`config.mk`:
```
export PLATFORM = sky130hd
export DESIGN_NAME = pe_block_ctrl
export DESIGN_NICKNAME = d
export VERILOG_FILES = /design/src/rtl/pe_ctrl_pkg.sv /design/src/rtl/pe_ctrl_out_reg.sv /design/src/rtl/pe_block_ctrl.sv
export SDC_FILE = /design/constraint.sdc
export NUM_CORES = 2
export LEC_CHECK = 0
export CAP_MARGIN = 20
export CORE_AREA = 2 2 487 489
export CTS_CLUSTER_SIZE = 20
export DETAILED_ROUTE_END_ITERATION = 12
export DIE_AREA = 0 0 489 491
export SETUP_SLACK_MARGIN = 0.15
export SKIP_LAST_GASP = 1
export SLEW_MARGIN = 20
export SYNTH_ARGS = -nofsm -noshare
export SYNTH_HDL_FRONTEND = slang
export SYNTH_HIERARCHICAL = 1
export SYNTH_SLANG_ARGS = --single-unit
```
`constraint.sdc`:
```
create_clock -name clk -period 10 [get_ports clk]
set_input_delay 2 -clock clk [delete_from_list [all_inputs] [get_ports clk]]
set_output_delay 2 -clock clk [all_outputs]
set_load 0.005 [all_outputs]
```
`src/rtl/pe_ctrl_pkg.sv`:
```
// Shared types and lane helpers for the PE block sequencer.
package pe_ctrl_pkg;

    localparam int unsigned PE_ROWS = 8;
    localparam int unsigned PE_COLS = 4;
    localparam int unsigned IFMAP_W = 8;
    localparam int unsigned PSUM_W  = 32;

    typedef enum logic [2:0] {
        StIdle,
        StLoad,
        StFire,
        StWait,
        StOut
    } pe_state_e;

    // Extract weight lane r from a packed weight vector.
    function automatic logic [IFMAP_W-1:0] weight_lane(
        input logic [PE_ROWS*IFMAP_W-1:0] v,
        input int unsigned                r
    );
        return v[r*IFMAP_W +: IFMAP_W];
    endfunction

    // Extract partial-sum lane r from a packed psum vector.
    function automatic logic [PSUM_W-1:0] psum_lane(
        input logic [PE_ROWS*PSUM_W-1:0] v,
        input int unsigned               r
    );
        return v[r*PSUM_W +: PSUM_W];
    endfunction

    // Return v with partial-sum lane r replaced by x.
    function automatic logic [PE_ROWS*PSUM_W-1:0] psum_set_lane(
        input logic [PE_ROWS*PSUM_W-1:0] v,
        input int unsigned               r,
        input logic [PSUM_W-1:0]         x
    );
        logic [PE_ROWS*PSUM_W-1:0] t;
        t = v;
        t[r*PSUM_W +: PSUM_W] = x;
        return t;
    endfunction

endpackage

```
`src/rtl/pe_ctrl_out_reg.sv`:
```
// Partial-sum register bank plus the valid/ready result holding stage.
module pe_ctrl_out_reg
    import pe_ctrl_pkg::*;
#(
    parameter int unsigned ROWS = PE_ROWS
) (
    input  logic                   clk,
    input  logic                   rst,
    input  logic                   load,
    input  logic                   last,
    input  logic [ROWS*PSUM_W-1:0] load_data,
    input  logic                   out_ready,
    output logic [ROWS*PSUM_W-1:0] psum,
    output logic                   out_valid,
    output logic [ROWS*PSUM_W-1:0] out_data,
    output logic                   out_fire
);

    logic [ROWS*PSUM_W-1:0] psum_q;
    logic                   valid_q;

    // Capture each pass result; raise valid after the last pass until accepted.
    always_ff @(posedge clk or posedge rst) begin
        if (rst) begin
            psum_q  <= '0;
            valid_q <= 1'b0;
        end else begin
            if (load) begin
                psum_q <= load_data;
            end
            if (load && last) begin
                valid_q <= 1'b1;
            end else if (valid_q && out_ready) begin
                valid_q <= 1'b0;
            end
        end
    end

    assign psum      = psum_q;
    assign out_valid = valid_q;
    assign out_data  = valid_q ? psum_q : '0;
    assign out_fire  = valid_q & out_ready;

endmodule

```
`src/rtl/pe_block_ctrl.sv`:
```
// Pass sequencer for one int8 PE block: fetch, fire, wait, accumulate, present.
module pe_block_ctrl
    import pe_ctrl_pkg::*;
#(
    parameter int unsigned ROWS    = PE_ROWS,
    parameter int unsigned ADDR_W  = 10,
    parameter int unsigned PASS_W  = 16,
    parameter int unsigned TIMEOUT = 64
) (
    input  logic                    clk,
    input  logic                    rst,
    input  logic                    start,
    input  logic [PASS_W-1:0]       cfg_num_pass,
    input  logic [ADDR_W-1:0]       cfg_ifmap_base,
    input  logic [ADDR_W-1:0]       cfg_weight_base,
    input  logic [ADDR_W-1:0]       cfg_bias_base,
    output logic                    busy,
    output logic                    done,
    output logic                    err,
    output logic                    ifmap_rd_en,
    output logic [ADDR_W-1:0]       ifmap_rd_addr,
    input  logic [IFMAP_W-1:0]      ifmap_rd_data,
    output logic                    weight_rd_en,
    output logic [ADDR_W-1:0]       weight_rd_addr,
    input  logic [ROWS*IFMAP_W-1:0] weight_rd_data,
    output logic                    bias_rd_en,
    output logic [ADDR_W-1:0]       bias_rd_addr,
    input  logic [ROWS*PSUM_W-1:0]  bias_rd_data,
    output logic                    pe_en,
    output logic [IFMAP_W-1:0]      pe_ifmap,
    output logic [ROWS*IFMAP_W-1:0] pe_weight,
    output logic [ROWS*PSUM_W-1:0]  pe_bias,
    input  logic [ROWS*PSUM_W-1:0]  pe_ofmap,
    input  logic                    pe_valid,
    output logic                    out_valid,
    input  logic                    out_ready,
    output logic [ROWS*PSUM_W-1:0]  out_data
);

    localparam int unsigned TIMER_W = $clog2(TIMEOUT + 1);

    pe_state_e              state_q;
    logic [PASS_W-1:0]      pass_q;
    logic [PASS_W-1:0]      num_pass_q;
    logic [ADDR_W-1:0]      ifmap_base_q;
    logic [ADDR_W-1:0]      weight_base_q;
    logic [TIMER_W-1:0]     timer_q;

    logic [PASS_W-1:0]      pass_nxt;
    logic [ADDR_W-1:0]      pass_off;
    logic                   last_pass;
    logic                   psum_load;
    logic                   out_fire;
    logic [ROWS*PSUM_W-1:0] psum;

    assign pass_nxt  = pass_q + PASS_W'(1);
    // Address offset wraps with the buffer address space.
    assign pass_off  = ADDR_W'(pass_nxt);
    assign last_pass = (pass_nxt == num_pass_q);
    assign psum_load = (state_q == StWait) && pe_valid;

    // PE inputs are only driven during the single FIRE cycle; the first pass
    // takes its bias from the buffer, later passes from the running psums.
    assign pe_ifmap  = (state_q == StFire) ? ifmap_rd_data : '0;
    assign pe_weight = (state_q == StFire) ? weight_rd_data : '0;
    assign pe_bias   = (state_q != StFire) ? '0 :
                       (pass_q == '0)      ? bias_rd_data : psum;

    // Main FSM with pass counter, watchdog and registered control outputs.
    always_ff @(posedge clk or posedge rst) begin
        if (rst) begin
            state_q        <= StIdle;
            pass_q         <= '0;
            num_pass_q     <= '0;
            ifmap_base_q   <= '0;
            weight_base_q  <= '0;
            timer_q        <= '0;
            busy           <= 1'b0;
            done           <= 1'b0;
            err            <= 1'b0;
            ifmap_rd_en    <= 1'b0;
            ifmap_rd_addr  <= '0;
            weight_rd_en   <= 1'b0;
            weight_rd_addr <= '0;
            bias_rd_en     <= 1'b0;
            bias_rd_addr   <= '0;
            pe_en          <= 1'b0;
        end else begin
            done         <= 1'b0;
            ifmap_rd_en  <= 1'b0;
            weight_rd_en <= 1'b0;
            bias_rd_en   <= 1'b0;
            pe_en        <= 1'b0;
            unique case (state_q)
                StIdle: begin
                    if (start) begin
                        err <= 1'b0;
                        if (cfg_num_pass != '0) begin
                            num_pass_q     <= cfg_num_pass;
                            ifmap_base_q   <= cfg_ifmap_base;
                            weight_base_q  <= cfg_weight_base;
                            pass_q         <= '0;
                            busy           <= 1'b1;
                            state_q        <= StLoad;
                            ifmap_rd_en    <= 1'b1;
                            ifmap_rd_addr  <= cfg_ifmap_base;
                            weight_rd_en   <= 1'b1;
                            weight_rd_addr <= cfg_weight_base;
                            bias_rd_en     <= 1'b1;
                            bias_rd_addr   <= cfg_bias_base;
                        end else begin
                            // Empty job: acknowledge without touching buffers.
                            done <= 1'b1;
                        end
                    end
                end
                StLoad: begin
                    pe_en   <= 1'b1;
                    state_q <= StFire;
                end
                StFire: begin
                    timer_q <= '0;
                    state_q <= StWait;
                end
                StWait: begin
                    if (pe_valid) begin
                        pass_q <= pass_nxt;
                        if (last_pass) begin
                            state_q <= StOut;
                        end else begin
                            state_q        <= StLoad;
                            ifmap_rd_en    <= 1'b1;
                            ifmap_rd_addr  <= ifmap_base_q + pass_off;
                            weight_rd_en   <= 1'b1;
                            weight_rd_addr <= weight_base_q + pass_off;
                        end
                    end else if (timer_q == TIMER_W'(TIMEOUT - 1)) begin
                        err     <= 1'b1;
                        done    <= 1'b1;
                        busy    <= 1'b0;
                        state_q <= StIdle;
                    end else begin
                        timer_q <= timer_q + TIMER_W'(1);
                    end
                end
                StOut: begin
                    if (out_fire) begin
                        done    <= 1'b1;
                        busy    <= 1'b0;
                        state_q <= StIdle;
                    end
                end
                default: begin
                    busy    <= 1'b0;
                    state_q <= StIdle;
                end
            endcase
        end
    end

    pe_ctrl_out_reg #(
        .ROWS (ROWS)
    ) u_out_reg (
        .clk       (clk),
        .rst       (rst),
        .load      (psum_load),
        .last      (last_pass),
        .load_data (pe_ofmap),
        .out_ready (out_ready),
        .psum      (psum),
        .out_valid (out_valid),
        .out_data  (out_data),
        .out_fire  (out_fire)
    );

endmodule

```
; ---- Word level (Yosys, flattened, before mapping)
; Cells that the tools add are included.
[op_classes]
n_eq_ne = 16
muxes = 54
reduce_logical = 17
addsub = 4
bitwise = 2
[ops]
columns = operator, n
row1 = $mux 256, 3
row2 = $mux 10, 8
row3 = $mux 64, 1
row4 = $mux 16, 3
row5 = $pmux 10 s2, 2
row6 = $pmux 16 s2, 1
row7 = $mux 1, 21
row8 = $add 10x10->10, 2
row9 = $mux 3, 6
row10 = $add 16x1->16 const B, 1
row11 = $eq 16x16->1, 1
row12 = $logic_not 16->1, 1
row13 = $reduce_bool 16->1, 1
row14 = $pmux 3 s5, 1
row15 = $mux 7, 2
row16 = $ne 2x2->1 const B, 7
row17 = $pmux 7 s2, 1
row18 = $reduce_and 4->1, 3
row19 = $mux 8, 1
row20 = $add 7x1->7 const B, 1
row21 = $eq 7x6->1 const B, 1
row22 = $eq 3x2->1 const B, 2
row23 = $ne 3x2->1 const B, 2
row24 = $reduce_and 3->1, 2
row25 = 14 further kinds, 19
[word_totals]
elab_cells = 110
out_inout_bits = 622
reg_bits = 355
input_bits = 635

; ---- Depth between registers and ports, before layout
[logic_depth]
ltp_word = 5
mapped_depth = 13
depth_no_buf = 12

; ---- Hierarchy
; Netlist, hierarchy kept.
[modules_own_cells]
columns = module, cells_each, area_each_um2, seq_area_each_um2, instances
row1 = pe_ctrl_out_reg, 831, 12276.8, 6431.2, 1
row2 = pe_block_ctrl, 1524, 9770.6, 2452.4, 1

; ---- Worst setup path before layout
; No wires, ideal clock.
[synth_path]
path_kind = input -> output
from = in bias_rd_data[10]
to = out pe_bias[10]
cell_stages = 2
arrival_ns = 2.182
slack_ns = 5.818
required_time_ns = 8.000
path_buffers = 0
cell_sequence = nand2_1 a21oi_1
[synth_between]
elab_chain_cells = 2
[synth_rtl]
columns = element, line
row1 = start: declaration, pe_block_ctrl.sv:28  ; input logic [ROWS*PSUM_W-1:0] bias_rd_data,
row2 = $mux 256, pe_block_ctrl.sv:67  ; (pass_q == '0) ? bias_rd_data : psum;
row3 = $mux 256, pe_block_ctrl.sv:66  ; assign pe_bias = (state_q != StFire) ? '0 :
row4 = end: declaration, pe_block_ctrl.sv:32  ; output logic [ROWS*PSUM_W-1:0] pe_bias,
; Every way passes these cells.

; ---- Worst setup path after layout
[layout_path]
from = reg pass_q[0]
to = out pe_bias[9]
[layout_between]
elab_chain_cells = 3
[layout_rtl]
columns = element, line
row1 = start: declaration, pe_block_ctrl.sv:43  ; logic [PASS_W-1:0] pass_q;
row2 = start signal: assignment, pe_block_ctrl.sv:127  ; pass_q <= pass_nxt;
row3 = $logic_not 16->1, pe_block_ctrl.sv:67
row4 = $mux 256, pe_block_ctrl.sv:67
row5 = $mux 256, pe_block_ctrl.sv:66
; Every way passes these cells.

==> metrics <==
status finished, final reports clean; CTS tree yes; die height 491 um; power per standard cell area 290 nW/um^2; WL final 213000 um; crit path capture type output pin; Post-CTS Hold Fix Bufs 0; via count 23700; Primary FF master, synth dfrtp_1; GRT Total Usage 17.0%; crit-path leading delay family buffers and inverters; per-cell routed wire length 31.6 um; row count 178; commonest cells after routing, fill and taps aside clkdlybuf4s50_1, nand2_1, dfrtp_1, and2_1, a21oi_1; maxcap violations 0; register share of total power 27.7%; Post-synth EDFFs 0; CTS resizes 0; vias in the first global route 23400; internal power 6.24 mW; Static Leak 15.6 nW; port bufs 1256; crit path launch type flop; WP buf/inv 3; Worst Path Required 8.00 ns; CP max FO 30; PnR worst setup slack 3.12 ns; final worst-path cycle share 68.8%; Via-to-Cell Ratio 3.52; Mean Syn Cell Area 9.36 um^2; dpl cells 6598; Slew Limit Headroom 18.5%; Worst Hold Class reg2reg; io pins 1257; worst-skew pair later-pin latency 0.69 ns; Seq/Total Area, Yosys 40.3%; Switch Pwr 5.31 mW; Worst EP arrival 4.88 ns; max incr delay on CP 0.94 ns; Core Area 235000 um^2; clock sink total 355; # DRC 0; Async SR Flop Fraction 100%; Final setup viols 0; CTS clk-pin slew, worst paths 0.06 ns; root buffer cell clkbuf_16; die area 240000 um^2; power share of the clock group 17.9%; Final Cell Area 39800 um^2; Gate power share 54.4%; Yosys reg bits 355; clk_skew 0.0390 ns; Yosys cell types 64; sw frac 45.9%; syn_nets 3013; GPL Wtd Cong 1.03; Worst-Margin Slew 1.22 ns; RSZ-0062 raised after global routing false; fin crit period 6.88 ns; layout cells sized above 1 12.2%; largest net degree at the start of global routing 163; crit path kind reg2out; Worst path slowest cell a21oi_1; Fmax 145 MHz; TritonCTS Buffers 52; fin cells 6742; crit-path cells inv_1 > ha_1 > nor4b_1 > and4_4 > buf_4 > nand2_1 > a21oi_1 > clkdlybuf4s50_1; hpwl dp 182000 um; Setup TNS 0 ns; Area Growth Syn to Fin 80.7%; H-Tree Depth 2; Post-DP Area 37800 um^2; DP Worst Slack 3.21 ns; Slew Viols, Final 0; final core occ 17.0%; Initial DRT Pass Iterations 5; DR iter-0 viols 1789; nets 4162; hold_ws 0.487 ns; cell area after synthesis 22000 um^2; Overflow after GRT 0; worst vdd ir 300 uV; first-pass GRT wire length 264000 um; final hold viol count 0; Cells after Synth 2355; Post-DRT Antenna Nets 0; Die Width 489 um; most common cell after layout, fill and taps aside clkdlybuf4s50_1; Setup Buffers After CTS 0; initial antenna violation count 168; clk buf depth 3; initial core utilization 9.40%; Power Total 11.5 mW; Yosys warning total 6
## synth_stat cells, drive strengths merged, types with 13 or more instances
library cell | number | area share, %
a21oi | 277 | 6.3
and2 | 334 | 9.5
and3 | 14 | 0.42
buf | 59 | 2.5
clkbuf | 124 | 2.1
dfrtp | 355 | 40
ha | 21 | 1.2
inv | 21 | 0.36
mux2 | 303 | 20
nand2 | 619 | 11
nand3 | 13 | 0.30
nor2 | 30 | 0.51
o21ai | 45 | 1.0
xnor2 | 31 | 1.2
xor2 | 18 | 0.72
## logic make-up after synthesis
kind of cell	count (synthesis)	share of synthesized area, %
xor+xnor	50	2.05
fa+ha+maj	23	1.37
buf+inv	204	4.97
flops	355	40.3
compound gates	363	8.80
simple gates	1053	22.7
mux	307	19.8
## worst paths after layout
kind,start,endpoint,slack (ns),cells past startpoint
max,pass_q[0],pe_bias[9],3.12,8
min,bias_rd_addr[3],bias_rd_addr[3],0.49,2
max reg2reg,pass_q[0],weight_rd_addr[9],5.74,12
min reg2reg,bias_rd_addr[3],bias_rd_addr[3],0.49,2
max in group asynchronous,rst,u_out_reg/psum[67],6.77,3
min in group asynchronous,rst,weight_base_q[7],1.83,2
## flip-flops by register name, indices dropped and copies added (netlist names), 3 cells and up
register        count
u_out_reg/psum    256
num_pass_q         16
pass_q             16
bias_rd_addr       10
ifmap_base_q       10
ifmap_rd_addr      10
weight_base_q      10
weight_rd_addr     10
timer_q             7
state_q             3
## worst reg2reg max path, cell delays in order (launching register included)
cell and delay (ns):
dfrtp_1 0.48, ha_1 0.30, nand3_1 0.30, xnor2_1 0.48
ha_1 0.37, and3_1 0.20, a2111oi_0 0.74, o21bai_1 0.11
a21oi_1 0.27, o21ai_0 0.28, xnor2_1 0.24, o21ai_0 0.09
mux2_4 0.29
## routing by layer
metal / track usage [%] / part of all wire, %
met5: 0 / 0.20
met4: 5.48 / 3.3
met3: 6.78 / 11
met2: 27.5 / 46
met1: 20.3 / 40
## power groups by stage
stage          registers (mW)  clock network, mW  logic [mW]
2_1_floorplan            2.51                  0        3.31
3_3_place_gp             3.22                  0        6.31
3_5_place_dp             3.23                  0        6.34
4_1_cts                  3.21               2.16        6.38
5_1_grt                  3.28               2.19        6.75
6_report                 3.20               2.07        6.28
## layout make-up
class | instances | area (um^2)
fillers | 26300 | 195000
diodes | 46 | 115
clock inverters | 24 | 360
clock buffers | 72 | 1490
multi-input cells | 1796 | 12100
inverters | 21 | 95.1
repair buffers | 1278 | 12900
well taps | 3150 | 3940
flip-flops and latches | 355 | 8890
Note: power is estimated with default switching activity, not from simulation.
